### config.mk
export PLATFORM = sky130hd
export DESIGN_NAME = bp_me_lce_req_arbiter
export DESIGN_NICKNAME = d
export VERILOG_FILES = /design/src/rtl/bp_me_lce_req_arbiter.sv
export SDC_FILE = /design/constraint.sdc
export NUM_CORES = 1
export LEC_CHECK = 0
export BUFFER_PORTS_ARGS = -buffer_cell sky130_fd_sc_hd__buf_2
export CORE_AREA = 3 3 153 155
export CTS_BUF_LIST = sky130_fd_sc_hd__clkbuf_8
export DETAILED_ROUTE_END_ITERATION = 12
export DIE_AREA = 0 0 156 158
export PLACE_DENSITY = 0.73
export SYNTH_ARGS = -nofsm -noshare
export SYNTH_HDL_FRONTEND = slang
export SYNTH_SLANG_ARGS = --single-unit
### constraint.sdc
create_clock -name clk_i -period 3.3 [get_ports clk_i]
set_input_delay 0.66 -clock clk_i [delete_from_list [all_inputs] [get_ports clk_i]]
set_output_delay 0.66 -clock clk_i [all_outputs]
set_load 0.1 [all_outputs]
### src/rtl/bp_me_lce_req_arbiter.sv
// Round-robin arbiter that picks one LCE request per cycle into a single-entry
// output buffer feeding the CCE.
module bp_me_lce_req_arbiter #(
    parameter int num_lce_p       = 2,
    parameter int lce_req_width_p = 128,
    localparam int lg_lce_lp      = (num_lce_p > 1) ? $clog2(num_lce_p) : 1
) (
    input  logic                                 clk_i,
    input  logic                                 reset_i,
    input  logic                                 freeze_i,
    input  logic [num_lce_p*lce_req_width_p-1:0] lce_req_i,
    input  logic [num_lce_p-1:0]                 lce_req_v_i,
    output logic [num_lce_p-1:0]                 lce_req_yumi_o,
    output logic [lce_req_width_p-1:0]           lce_req_o,
    output logic                                 lce_req_v_o,
    input  logic                                 lce_req_yumi_i,
    output logic [lg_lce_lp-1:0]                 grant_id_o
);

    typedef enum logic {
        EMPTY = 1'b0,
        FULL  = 1'b1
    } state_e;

    state_e                       state_q, state_d;
    logic [lce_req_width_p-1:0]   data_q, data_d;
    logic [lg_lce_lp-1:0]         id_q, id_d;
    logic [lg_lce_lp-1:0]         rr_ptr_q, rr_ptr_d;
    logic                         ready_q, ready_d;

    logic                         load_ok;
    logic                         grant_found;
    logic                         grant;
    logic [lg_lce_lp-1:0]         grant_idx;
    logic [lce_req_width_p-1:0]   grant_data;
    int unsigned                  scan_idx;
    int unsigned                  next_ptr;

    // ready_q holds off grants until the first full cycle after reset release,
    // so a release landing in the setup window cannot produce a grant.
    assign ready_d = 1'b1;

    always_comb begin
        load_ok     = reset_i & ready_q & ~freeze_i &
                      ((state_q == EMPTY) | lce_req_yumi_i);
        grant_found = 1'b0;
        grant_idx   = '0;
        scan_idx    = 0;
        for (int unsigned i = 0; i < num_lce_p; i++) begin
            scan_idx = 32'(rr_ptr_q) + i;
            if (scan_idx >= num_lce_p) begin
                scan_idx = scan_idx - num_lce_p;
            end
            if (!grant_found && lce_req_v_i[scan_idx]) begin
                grant_found = 1'b1;
                grant_idx   = lg_lce_lp'(scan_idx);
            end
        end
        grant = load_ok & grant_found;

        lce_req_yumi_o = '0;
        grant_data     = '0;
        for (int unsigned k = 0; k < num_lce_p; k++) begin
            if (grant && (grant_idx == lg_lce_lp'(k))) begin
                lce_req_yumi_o[k] = 1'b1;
                grant_data        = lce_req_i[k*lce_req_width_p +: lce_req_width_p];
            end
        end
    end

    always_comb begin
        state_d  = state_q;
        data_d   = data_q;
        id_d     = id_q;
        rr_ptr_d = rr_ptr_q;
        next_ptr = 32'(grant_idx) + 1;
        if (next_ptr >= num_lce_p) begin
            next_ptr = 0;
        end
        if (grant) begin
            state_d  = FULL;
            data_d   = grant_data;
            id_d     = grant_idx;
            rr_ptr_d = lg_lce_lp'(next_ptr);
        end else if ((state_q == FULL) && lce_req_yumi_i) begin
            state_d = EMPTY;
        end
    end

    always_ff @(posedge clk_i or negedge reset_i) begin
        if (!reset_i) begin
            state_q  <= EMPTY;
            data_q   <= '0;
            id_q     <= '0;
            rr_ptr_q <= '0;
            ready_q  <= 1'b0;
        end else begin
            state_q  <= state_d;
            data_q   <= data_d;
            id_q     <= id_d;
            rr_ptr_q <= rr_ptr_d;
            ready_q  <= ready_d;
        end
    end

    assign lce_req_o   = data_q;
    assign lce_req_v_o = (state_q == FULL);
    assign grant_id_o  = id_q;

endmodule

==> flow_metrics.tcl <==
set metrics [dict create \
    tightest_slew_ns 1.036 \
    pre_cts_slack_ns 0.8986 \
    post-route-period-util_pct 89.96 \
    fp.coreArea_um2 21960 \
    maxSlewHeadroom_pct 30.90 \
    synth_cell_type_count 21 \
    post-route-min-period_ns 2.969 \
    dpl.hpwl_mm 17.75 \
    slew_viol_final 0 \
    ir_worst_vdd_mv 0.3671 \
    cap_violations 0 \
    wl_mm 27.30 \
    syn_avg_cell_area_um2 9.430 \
    cp_max_fo 12 \
    start_kind "input port" \
    timing.final.ws_setup_ns 0.3314 \
    setup_viol 0 \
    holdPathStages 3 \
    drive_gt1_share_pct 42.94 \
    clk_latency_ns 0.42 \
    syn-num-nets 1037 \
    drcViolationCount 0 \
    cts_made_buffers 17 \
    yosysWarnings 0 \
    ys_async_sr_fraction_pct 100.0 \
    post_dp_cell_area_um2 9266 \
    utilization_pct 44.34 \
    crit_type "in -> out" \
    wl_per_cell_um 19.78 \
    first_pass_iters 7 \
    cts_tree "yes" \
    cp.required_ns 2.64 \
    start_util_pct 33.28 \
    antenna_left 0 \
    port_buffers 393 \
    ios 394 \
    synthTopCellsByArea "dfrtp_1 (45%), a31oi_1 (20%), nand3b_1 (13%), o21ai_0 (8.6%), a31oi_2 (4.5%)" \
    synth_seq_area_share_pct 45.20 \
    synthMostInstantiatedCell "a31oi_1" \
    overflow 0 \
    power_density_nw_per_um2 855.4 \
    p_switching_w 0.004612 \
    cp-end-kind "output port" \
    grt_max_degree 135 \
    design_area_um2 9737 \
    avgViaCountPerCell 5.799 \
    reg2reg_depth 4 \
    hold_path.class "in -> reg" \
    intPower_w 0.003717 \
    cts_max_level 4 \
    grt_pass1_wl_mm 41.21 \
    swShare_pct 55.38 \
    die_width_um 156 \
    die_area_um2 24650 \
    p_leak_nw 4.089 \
    cts_root_buf "clkbuf_8" \
    synth_area_um2 7308 \
    p_seq_share_pct 26.6 \
    via_count 8002 \
    synth_top_cell_by_area "dfrtp_1" \
    fmax_ghz 0.3369 \
    arrival_ns 2.31 \
    total_power_w 0.008329 \
    drtIter0Drc 857 \
    status "finished clean" \
    finalWeightedCongestion 0.9176 \
    ys_seq_elements 132 \
    netlist_top_cells_count "a31oi_1 (230), dfrtp_1 (132), nand3b_1 (128)" \
    cts_resized 0 \
    pwr-share-clk_pct 19.1 \
    synth_edf_count 0 \
    grt_pass1_vias 7470 \
    synth_top_area_share_pct 45.20 \
    fin_nets 1348 \
    clk_pin_slew_ns 0.08 \
    num_rows 54 \
    fp.dieH_um 158 \
    grt_setup_unrepaired "false" \
    clockBufferDepth 2 \
    antenna_found_initial 3 \
    synthToLayoutAreaGrowth_pct 33.23 \
    finClkSkew_ns 0.01233 \
    clock_sinks 132 \
    p_comb_share_pct 54.3 \
    syn_inst 775 \
    synth_flop_cell "dfrtp_1" \
    finalHoldViolations 0 \
    track_usage_pct 20.56 \
]
## state kept, by name (all words and copies together), names as in the netlist
name	count
lce_req_v_o	1
ready_q	1
lce_req_o	128
grant_id_o	1
rr_ptr_q	1
## cell type report
type / count / area, µm²
inverters: 1 / 5.005
diodes: 3 / 7.507
well taps: 280 / 350.3
repair buffers: 408 / 2143
flip-flops and latches: 132 / 3303
multi-input cells: 526 / 3475
fillers: 2158 / 12220
clock buffers: 18 / 247.7
clock inverters: 12 / 205.2
## layout by cell type, fill, tap and decap left out, drive strengths merged
| cell | netlist | layout |
|---|---|---|
| o21ai | 128 | 128 |
| or2 | 1 | 1 |
| nor2 | 3 | 3 |
| clkbuf | 85 | 18 |
| buf | 31 | 407 |
| clkinv | 0 | 5 |
| and3b | 1 | 1 |
| and2b | 1 | 1 |
| clkinvlp | 0 | 2 |
| and3 | 1 | 1 |
| bufinv | 0 | 5 |
| nand3b | 128 | 128 |
| conb | 1 | 1 |
| mux2 | 2 | 2 |
| dlygate4sd3 | 0 | 1 |
| nand2b | 2 | 2 |
| inv | 1 | 1 |
| dfrtp | 132 | 132 |
| nand3 | 1 | 1 |
| nand2 | 1 | 1 |
| diode | 0 | 3 |
| a31oi | 256 | 256 |
## power groups by stage
stage	combinational, W	sequential (W)	clock (W)
6_report	0.00452	0.00222	0.00159
2_1_floorplan	0.000845	0.00505	0
4_1_cts	0.00452	0.00221	0.00164
3_5_place_dp	0.00452	0.00224	0
5_1_grt	0.00470	0.00226	0.00170
3_3_place_gp	0.00449	0.00223	0
## critical path, cell delays in order
cell and delay, ns:
dlygate4sd3_1 0.54, buf_6 0.19, and3b_4 0.24, nand3_1 0.13
nor2_1 0.11, buf_2 0.43
## per-stage QoR
stage          setup TNS (ns)  std cells  hold slack, ns
2_1_floorplan         -0.2610        775          0.3644
3_5_place_dp                0       1346          0.4870
5_1_grt                     0       1380          0.4703
6_report                    0       1380          0.5008
4_1_cts                     0       1377          0.4566
3_3_place_gp                0       1346          0.4862
## path summary, 6_finish.rpt
path / to / from / slack [ns]
setup / recovery: lce_req_yumi_o[0] / reset_i / 0.33
hold / removal: lce_req_o[100] / lce_req_i[100] / 0.50
setup reg to reg: lce_req_o[5] / rr_ptr_q / 1.23
hold reg to reg: grant_id_o / grant_id_o / 0.53
max in group asynchronous: lce_req_o[23] / reset_i / 1.61
min in group asynchronous: lce_req_o[41] / reset_i / 0.61
## repair_timing
| item | 4_1_cts | 5_1_grt |
|---|---|---|
| setup buffers | 0 | 0 |
| hold buffers | 1 | 0 |
| endpoints found under the hold margin | 9 | 0 |
## cells by family (layout without fill, tap and decap cells)
family | Yosys count | in the layout | synth area share [%]
other | 1 | 4 | 0.05131
flip-flops | 132 | 132 | 45.20
multiplexers | 2 | 2 | 0.3081
buffers and inverters | 117 | 439 | 7.550
AND/OR/NAND/NOR | 139 | 139 | 13.99
AO/OA/AOI/OAI | 384 | 384 | 32.91
## layer usage
layer / global-route usage (%) / share of wire (%) / vias up
li1: - / - / 3636
met1: 27.26 / 40 / 3890
met2: 32.62 / 49 / 430
met3: 4.784 / 8.3 / 46
met4: 8.158 / 2.8 / 0
met5: 0 / 0 / -
(Power assumes the default switching activity.)
